<file path="config.mk">
export PLATFORM = sky130hd
export DESIGN_NAME = multiply
export DESIGN_NICKNAME = d
export VERILOG_FILES = /design/src/rtl/multiply.sv
export SDC_FILE = /design/constraint.sdc
export NUM_CORES = 1
export LEC_CHECK = 0
export BUFFER_PORTS_ARGS = -buffer_cell sky130_fd_sc_hd__buf_2
export CORE_MARGIN = 2
export CORE_UTILIZATION = 55
export CTS_CLUSTER_SIZE = 16
export DETAILED_ROUTE_END_ITERATION = 12
export HOLD_SLACK_MARGIN = 0.1
export PLACE_DENSITY = 0.78
export SYNTH_ARGS = -nofsm -noshare
export SYNTH_HDL_FRONTEND = slang
export SYNTH_SLANG_ARGS = --single-unit
</file>
<file path="constraint.sdc">
create_clock -name clk -period 4.75 [get_ports clk]
set_input_delay 0.95 -clock clk [delete_from_list [all_inputs] [get_ports clk]]
set_output_delay 0.95 -clock clk [all_outputs]
set_load 0.05 [all_outputs]
</file>
<file path="src/rtl/multiply.sv">
// Lane-parallel multiplier: Ndata independent Nbits x Nbits products, registered, 1-cycle latency.
// Define MULTIPLY_SIGNED_EN for two's-complement lanes; default build is unsigned.
module multiply #(
   parameter int unsigned Nbits = 4,
   parameter int unsigned Ndata = 8
) (
   input  logic                       clk,
   input  logic                       rst,
   input  logic                       in_valid,
   input  logic [Ndata*Nbits-1:0]     multiplier,
   input  logic [Ndata*Nbits-1:0]     multiplicand,
   output logic                       out_valid,
   output logic [Ndata*2*Nbits-1:0]   mult_out
);

   logic [Ndata*2*Nbits-1:0] prod_d, prod_q;
   logic                     valid_q;
   logic [2*Nbits-1:0]       a_ext, b_ext;

   // Operands are extended to the full product width so the truncated
   // 2*Nbits product is exact for both unsigned and two's-complement lanes.
   always_comb begin
      prod_d = '0;
      a_ext  = '0;
      b_ext  = '0;
      for (int i = 0; i < int'(Ndata); i++) begin
`ifdef MULTIPLY_SIGNED_EN
         a_ext = {{Nbits{multiplier[i*Nbits+Nbits-1]}}, multiplier[i*Nbits +: Nbits]};
         b_ext = {{Nbits{multiplicand[i*Nbits+Nbits-1]}}, multiplicand[i*Nbits +: Nbits]};
`else
         a_ext = {{Nbits{1'b0}}, multiplier[i*Nbits +: Nbits]};
         b_ext = {{Nbits{1'b0}}, multiplicand[i*Nbits +: Nbits]};
`endif
         prod_d[i*2*Nbits +: 2*Nbits] = a_ext * b_ext;
      end
   end

   always_ff @(posedge clk or posedge rst) begin
      if (rst) begin
         valid_q <= 1'b0;
         prod_q  <= '0;
      end else begin
         valid_q <= in_valid;
         if (in_valid) begin
            prod_q <= prod_d;
         end
      end
   end

   assign out_valid = valid_q;
   assign mult_out  = prod_q;

endmodule

</file>
* Word level (Yosys, flattened, before mapping)
Cells that the tools add are included.
Operators by class: add/sub/neg operators 0, multipliers 8, div/mod/pow operators 0, magnitude comparators 0, eq/ne operators 0, shift-type cells 0, multiplexer cells 0, bitwise logic cells 0, reduce and logical (&&, ||, !) cells 0
Operators with widths (number):
- 4-bit by 4-bit multiplier with 8-bit output | 8
Storage, ports and cells: register bits 65, latch bits 0, bits in writable memories 0, memory bits (read-only) 0, input bits 67, output and inout bits 65, logic and storage cells 10, memories kept 0

* Logic depth before layout (Yosys ltp)
Gate-level depths: netlist of the first run.
depth in word-level cells 1, mapped depth 10, gate-level depth less buffers 10

* Worst setup path after synthesis of the first run
OpenSTA, ideal clock, no wires.
path type in2reg, from input multiplicand[7], to register prod_q[14] (netlist: mult_out[14]), library setup time 125 ps, data arrival time 3218 ps, data required time 4625 ps, slack 1408 ps, stages 9, path buffers 0, cell sequence nand2_1 > fa_1 > inv_1 > fa_1 > fa_1 > a21o_1 > a21oi_1 > xnor2_1 > mux2_2
On the way: word-level cells in the longest chain between the ends 1
Ends and longest elaborated chain:
- from (decl) | line 11 | input logic [Ndata*Nbits-1:0] multiplicand,
- 4-bit by 4-bit multiplier with 8-bit output | line 34 | prod_d[i*2*Nbits +: 2*Nbits] = a_ext * b_ext;
- to (signal assigned) | line 45 | prod_q <= prod_d;
- to (decl) | line 16 | logic [Ndata*2*Nbits-1:0] prod_d, prod_q;
Every way passes these cells. A chain may end at the register's enable or synchronous reset.

* Worst setup path after layout of the first run
from input multiplicand[7], to register prod_q[15] (netlist: mult_out[15])
The elaborated chain is that of the path after synthesis.

==> results of run 1 <==
==> report_power, final <==
part	internal (uW)	switching, uW	total [uW]
clock network	202	212	414
registers	671	60.4	731
logic	363	752	1120
total	1240	1020	2260
==> per-stage QoR <==
step / setup slack, ps / power [uW] / hold WS [ps] / instance area, um2
after floorplan: 1410 / 1580 / 748 / 5750
after global placement: 1240 / 1830 / 485 / 6560
after detailed placement: 1190 / 1860 / 493 / 6560
after CTS: 1560 / 2290 / 513 / 6730
after global routing: 1410 / 2410 / 520 / 6730
final: 1530 / 2260 / 507 / 6730
==> sequential cells by signal, indices dropped and copies added (netlist names) <==
name and count:
out_valid 1, mult_out 64
==> layout make-up <==
class / instances / area [um2] / share of cell area
repair buffers: 134 / 678 / 0.101
multi-input cells: 431 / 3910 / 0.580
well taps: 136 / 170 / 0.0253
clock buffers: 11 / 141 / 0.0210
clock inverters: 5 / 31.3 / 0.00465
inverters: 47 / 176 / 0.0262
flip-flops and latches: 65 / 1630 / 0.242
==> cells in the final DEF, fill, tap and decap left out, types with 10 or more instances in the layout <==
cell and n:
nand2_1 35, and2_1 85, o21ai_0 20, dfrtp_1 65
clkbuf_8 10, buf_2 131, a21o_1 12, a21oi_1 27
fa_1 32, mux2_2 44, inv_1 46, xnor2_1 20
ha_1 96
==> cells by family (layout without fill, tap and decap cells) <==
group / count (synthesis) / count (layout) / synth area share
compound gates: 83 / 83 / 0.0888
flops: 65 / 65 / 0.283
fa+ha+maj: 128 / 128 / 0.320
buf+inv: 56 / 197 / 0.0379
simple gates: 147 / 147 / 0.140
mux: 45 / 45 / 0.0879
xor+xnor: 28 / 28 / 0.0426
==> worst max-delay path by stage <==
stage          cells after the start             from  slack (ps)                       end
2_1_floorplan                      9  multiplicand[7]        1410  mult_out[14]$_DFFE_PP0P_
3_3_place_gp                      10  multiplicand[7]        1240  mult_out[14]$_DFFE_PP0P_
3_5_place_dp                      10  multiplicand[7]        1190  mult_out[15]$_DFFE_PP0P_
4_1_cts                           10   multiplier[16]        1560  mult_out[38]$_DFFE_PP0P_
5_1_grt                           10  multiplicand[7]        1410  mult_out[15]$_DFFE_PP0P_
6_report                          10  multiplicand[7]        1530  mult_out[15]$_DFFE_PP0P_
==> worst max-delay path: stages <==
cell and delay [ps]:
buf_2 110, nand2_1 80, fa_1 540, inv_1 60, fa_1 520, ha_1 330
a211oi_1 270, o21ai_0 140, xor2_1 160, mux2_2 280
==> layer usage <==
metal	GRT usage	vias up	routed length, um
met1	0.277	2086	5120
met5	0	-	0
li1	-	2162	-
met4	0.0526	0	123
met2	0.374	96	5580
met3	0.0601	9	646
==> metrics.yaml, run 1 <==
diodes: 0
grt_setup_unrepaired: "no"
postCtsSetupBuffers: 0
period_needed_ps: 3220
routed_wirelength_um: 11500
finalCritPeriodShare: 0.677
grt_max_degree: 47
syn_avg_cell_area_um2: 10.4
port-buffer-count: 131
clock-sinks: 65
cts_buffers: 9
arrival_ps: 3430
fin_worst_skew_ps: 0
cts_tree: "built"
area_growth_pct: 17.0
ys_seq_area_frac: 0.283
track_usage: 0.219
critPathCaptureType: "flip-flop"
powerDensity_nw_per_um2: 336
hold_buffers: 0
final_nets: 883
synthTopCellsByCount: "96 x ha_1, 85 x and2_1, 65 x dfrtp_1, 47 x inv_1, 44 x mux2_2"
drt_iter0_markers: 204
max_freq_ghz: 0.311
r2r_slack_ps: 3920
grt_overflow: 0
drt_first_pass_iters: 5
synth_area_leaders: "dfrtp_1 28%, ha_1 21%, fa_1 11%"
final_cells: 829
drcViolationCount: 0
synth_edf_count: 0
grt_pass1_vias: 4486
cts_buffer_depth: 2
hold_class: "reg2reg"
cp_max_fo: 4
syn_nets: 747
hold_depth: 1
netlist_instances: 552
hold_viol_final: 0
n_fill_cell: 849
ys_warn_count: 0
holdPathEnd: "mult_out[60]$_DFFE_PP0P_"
synth.distinct_cells: 23
start_util: 0.562
io_pins: 132
slew_violations: 0
ant_nets: 0
fp.coreArea_um2: 10200
clk_latency_ps: 330
ys_ff_latch: 65
cp.required_ps: 4970
grt_pass1_wl_um: 19900
reg2reg_depth: 2
synthArstFlopShare: 1.00
die_h_um: 106
vias: 4353
die_area_um2: 11300
via_per_inst: 5.25
slew-limit-headroom: 0.459
yosysTopAreaCellShare: 0.283
finalSetupViolCount: 0
wl_per_cell_um: 13.8
utilization: 0.658
place_inst: 813
tightest_slew_ps: 811
cp-start-kind: "input pin"
synthFlopType: "dfrtp_1"
die_w_um: 106
regToRegEndpoint: "mult_out[54]$_DFFE_PP0P_"
tns_ps: 0
worstReg2RegStart: "mult_out[54]$_DFFE_PP0P_"
ir_drop_mv: 0.198
status: "finished clean"
synth_most_common_cell: "ha_1"
critPathKind: "in2reg"
postCtsResizedCells: 0
drv_cap: 0
htreeDepth: 3
drive_above_1_share: 0.280
p_leak_uw: 0.00369
yosys.area.top_type: "dfrtp_1"
core.rowCount: 37
netlist_area_um2: 5750
path_clk_slew_ps: 70
min_from: "mult_out[60]$_DFFE_PP0P_"
antenna_found_initial: 0
root_buffer: "clkbuf_8"
gp_congestion: 0.804
hpwl_um: 9480
No activity file was read; power rests on OpenSTA's default activity.
==> run 2: changes to the inputs <==
Settings changed: CORE_UTILIZATION 55 to 50, PLACE_DENSITY 0.78 to 0.75.
Clock period 4.75 ns to 2.64 ns, I/O delays scaled along.
==> metrics.yaml, run 2 (synthesis gave the netlist of run 1 again) <==
gp_congestion: 0.960
tightest_slew_ps: 665
p_switching_uw: 2010
seqPwrFrac: 0.270
via_per_inst: 5.21
max_freq_ghz: 0.378
die_h_um: 111
powerDensity_nw_per_um2: 618
drt_iter0_markers: 156
core.rowCount: 39
fp.coreArea_um2: 11300
vias: 4702
die_area_um2: 12400
drive_above_1_share: 0.430
grt_pass1_wl_um: 22100
slew-limit-headroom: 0.556
die_w_um: 111
grt_setup_unrepaired: "yes"
hold_viol_final: 0
final_common_cell: "buf_2"
pwr-share-comb: 0.481
area_growth_pct: 37.3
p_leak_uw: 0.00417
status: "finished with violations"
path_buf_inv: 2
cp-start-kind: "input pin"
arrival_ps: 2870
critPathKind: "in2reg"
n_fill_cell: 822
final_cells: 902
grt_max_degree: 39
setup.worst_path.end: "mult_out[7]$_DFFE_PP0P_"
place_inst: 883
setup_slack_ps: -5.74
regToRegEndpoint: "mult_out[46]$_DFFE_PP0P_"
track_usage: 0.219
crit_family: "adder cells"
cts_buffers: 9
drcViolationCount: 0
crit_path_start: "multiplicand[3]"
total_power_uw: 4880
drv_cap: 0
finalSetupViolCount: 1
finalCritPeriodShare: 1.00
cp_max_fo: 3
postPlaceCellArea_um2: 7330
layout_common_cells: "109 x buf_2, 85 x and2_1, 85 x ha_1"
clk_latency_ps: 330
root_buffer: "clkbuf_16"
hold_class: "in2async"
worstReg2RegStart: "mult_out[46]$_DFFE_PP0P_"
grt_overflow: 0
start_util: 0.508
crit_path_cell_trace: "buf_8 > nand2_4 > fa_1 > inv_2 > fa_2 > ha_4 > a211oi_2 > o21ai_1 > xor2_1 > mux2_4"
crit_cells: 10
clock-sinks: 65
path_clk_slew_ps: 60
final_nets: 950
cts_tree: "built"
swShare: 0.412
htreeDepth: 3
ir_drop_mv: 0.446
power.internal_uw: 2870
routed_wirelength_um: 13300
slew_violations: 0
hpwl_um: 10500
wl_per_cell_um: 14.7
antenna_found_initial: 0
port-buffer-count: 131
fin_worst_skew_ps: 0
clock_power_share: 0.248
slowest_delay_ps: 600
io_pins: 132
violations: "setup timing"
critPathCaptureType: "flip-flop"
period_needed_ps: 2650
ant_nets: 0
diodes: 0
r2r_slack_ps: 1790
utilization: 0.698
cts_buffer_depth: 2
pre_cts_ws_ps: -337
design_area_um2: 7900
cp.required_ps: 2860
hold_buffers: 0
grt_pass1_vias: 4907
largest_register_ffs: 64
slowest_stage: "fa_2"
reg2reg_depth: 2
drt_first_pass_iters: 4
-- run 2: area by class of cell --
| cell class | count | area [um2] | share of cell area |
|---|---|---|---|
| sequential | 65 | 1630 | 0.206 |
| clock inverter | 3 | 40.0 | 0.00507 |
| multi-input combinational | 431 | 4280 | 0.542 |
| timing repair buffer | 201 | 1340 | 0.169 |
| clock buffer | 12 | 256 | 0.0325 |
| inverter | 47 | 176 | 0.0223 |
| tap | 143 | 179 | 0.0227 |
-- run 2: layer usage --
metal	routed length, um	global-route usage	share of wire
met5	0	0	0
met4	355	0.0765	0.027
met3	649	0.0492	0.049
met2	6670	0.382	0.50
met1	5580	0.266	0.42
-- run 2: worst min path at each step --
stage,startpoint,to,slack [ps],depth (start not counted)
floorplan,in_valid,out_valid$_DFF_PP0_,560,0
global placement,mult_out[31]$_DFFE_PP0P_,mult_out[31]$_DFFE_PP0P_,490,1
detailed placement,mult_out[42]$_DFFE_PP0P_,mult_out[42]$_DFFE_PP0P_,490,1
CTS,rst,mult_out[25]$_DFFE_PP0P_,300,2
global route,rst,mult_out[24]$_DFFE_PP0P_,350,2
finish,rst,mult_out[25]$_DFFE_PP0P_,280,2
-- run 2: power groups by stage --
stage	logic (uW)	clock network (uW)	registers, uW
after floorplan	865	0	2080
after global placement	2210	0	1330
after detailed placement	2270	0	1340
after CTS	2290	1240	1320
after global routing	2530	1280	1350
final	2350	1210	1320
-- run 2: through the flow --
stage / TNS (ps) / hold slack (ps)
after floorplan: -539 / 559
after global placement: -5830 / 486
after detailed placement: -7270 / 490
after CTS: 0 / 304
after global routing: -103 / 347
final: -5.74 / 283
-- run 2: timing repair --
action,in CTS,in global routing
endpoints found under the setup margin,0,14
buffers inserted,0,4
resized for setup,0,68
==> run 3: changes to the inputs <==
Settings changed: ABC_AREA set to 1, CORE_UTILIZATION 50 to 51, PLACE_DENSITY 0.75 to 0.76.
==> metrics.yaml, run 3 <==
status: "finished clean"
crit_path_cell_trace: "buf_2 > nand2_1 > fa_1 > fa_1 > inv_1 > fa_1 > nand2_1 > a21boi_1 > nor2_1 > nand2_1 > nand3_1 > nand2_1"
hold_class: "in2async"
fp.coreArea_um2: 11500
path_clk_slew_ps: 60
drv_cap: 0
synth.distinct_cells: 19
clk_latency_ps: 330
grt_max_degree: 58
synthFlopType: "dfrtp_1"
pre_cts_ws_ps: -221
worstReg2RegStart: "mult_out[12]$_DFFE_PP0P_"
grt_pass1_wl_um: 23300
antenna_found_initial: 0
slowest_delay_ps: 540
routed_wirelength_um: 13200
synthTopCellsByCount: "332 x nand2_1, 165 x inv_1, 96 x ha_1, 65 x dfrtp_1, 50 x nand3_1"
drive_above_1_share: 0.214
syn_avg_cell_area_um2: 7.27
ant_nets: 0
powerDensity_nw_per_um2: 562
grt_pass1_vias: 5484
critPathCaptureType: "flip-flop"
clock-sinks: 65
root_buffer: "clkbuf_16"
finalSetupViolCount: 0
vias: 5689
area_growth_pct: 25.8
cts_buffer_depth: 2
whs_ps: 251
drt_first_pass_iters: 4
ys_warn_count: 0
cp_max_fo: 2
netlist_instances: 838
start_util: 0.529
yosys.area.top_type: "dfrtp_1"
fin_worst_skew_ps: 0
die_w_um: 113
ys_seq_area_frac: 0.267
synth_edf_count: 0
drt_iter0_markers: 307
port-buffer-count: 131
slew_violations: 0
hold_buffers: 0
largest_register_ffs: 64
cp-start-kind: "input pin"
n_fill_cell: 1057
synth_area_leaders: "dfrtp_1 27%, nand2_1 20%, ha_1 20%"
cp.required_ps: 2870
syn_nets: 1033
wl_per_cell_um: 11.2
slew-limit-headroom: 0.585
hpwl_um: 10600
final_common_cell: "nand2_1"
critPathKind: "in2reg"
max_freq_ghz: 0.401
crit_path_start: "multiplier[18]"
cts_buffers: 9
period_needed_ps: 2490
grt_overflow: 0
gp_congestion: 0.838
die_h_um: 113
final_nets: 1228
core.rowCount: 39
crit_path_frequent_cell: "nand2_1"
io_pins: 132
htreeDepth: 3
track_usage: 0.221
arrival_ps: 2720
via_per_inst: 4.81
synth_most_common_cell: "nand2_1"
finalCritPeriodShare: 0.944
tightest_slew_ps: 622
setup_slack_ps: 147
netlist_area_um2: 6090
drcViolationCount: 0
die_area_um2: 12800
layout_common_cells: "331 x nand2_1, 163 x inv_1, 131 x buf_2"
slowest_stage: "fa_1"
ys_ff_latch: 65
utilization: 0.665
cts_tree: "built"
synthArstFlopShare: 1.00
hold_viol_final: 0
ir_drop_mv: 0.661
p_leak_uw: 0.00510
grt_setup_unrepaired: "no"
yosysTopAreaCellShare: 0.267
run 3: cell types whose count changed in the layout (fill, tap and decap cells not counted), sizes merged, moves of 9 or more:
| cell | change |
|---|---|
| nand2 | +297 |
| inv | +121 |
| and2 | -85 |
| mux2 | -44 |
| nand3 | +44 |
| xnor2 | -20 |
| a21o | -12 |
| nor2 | +9 |
run 3: report_power, final:
group	leakage [uW]	switching, uW	internal [uW]
logic	0.00414	1280	588
clock network	0.000144	428	754
registers	0.000822	91.4	1160
run 3: what timing repair did:
| item | CTS | global route |
|---|---|---|
| buffers inserted | 0 | 1 |
| gates resized for setup | 0 | 5 |
| setup endpoints to repair | 0 | 3 |
run 3: final timing paths:
check / slack, ps / cells after the start / to
min reg2reg: 470 / 2 / mult_out[35]$_DFFE_PP0P_
max in group asynchronous: 1640 / 3 / mult_out[63]$_DFFE_PP0P_
min: 250 / 2 / mult_out[46]$_DFFE_PP0P_
min in group clk: 460 / 3 / mult_out[56]$_DFFE_PP0P_
max reg2reg: 1980 / 2 / mult_out[12]$_DFFE_PP0P_
max: 150 / 12 / mult_out[38]$_DFFE_PP0P_
run 3: per-stage QoR:
step	power (uW)	cell area (um2)	std cells	setup TNS, ps
6_report	4300	7660	1182	0
3_5_place_dp	3140	7360	1164	-2860
3_3_place_gp	3100	7360	1164	-1920
5_1_grt	4600	7660	1181	0
2_1_floorplan	2580	6090	838	0
4_1_cts	4350	7650	1180	0
run 3: layer usage:
metal  track usage  up-vias  wire (um)
met2         0.368      103       6200
met5             0        -          0
met4        0.0740        0        264
li1              -     2968          -
met3        0.0562       24        648
met1         0.280     2594       6100
run 3: logic make-up after synthesis:
kind of cell | after synthesis | share of synthesized area
AO/OA/AOI/OAI | 52 | 0.0435
adder cells (fa/ha/maj) | 128 | 0.302
buffers and inverters | 181 | 0.115
flip-flops | 65 | 0.267
AND/OR/NAND/NOR | 412 | 0.272
run 3: worst max-delay path, delay by kind of cell:
| family | cells | cell delay (ps) |
|---|---|---|
| adders and majority gates | 3 | 1500 |
| and+or+nand+nor | 6 | 450 |
| buffers and inverters | 2 | 160 |
| AOI/OAI and AO/OA | 1 | 70 |
run 3: final cells by class:
type	instances	area, um2	area share
Multi-Input combinational cell	592	3770	0.492
Sequential cell	65	1630	0.212
Timing Repair Buffer	197	1160	0.152
Inverter	168	631	0.0823
Clock buffer	13	250	0.0327
Tap cell	143	179	0.0233
Clock inverter	3	40.0	0.00522
Antenna cell	1	2.50	0.000327
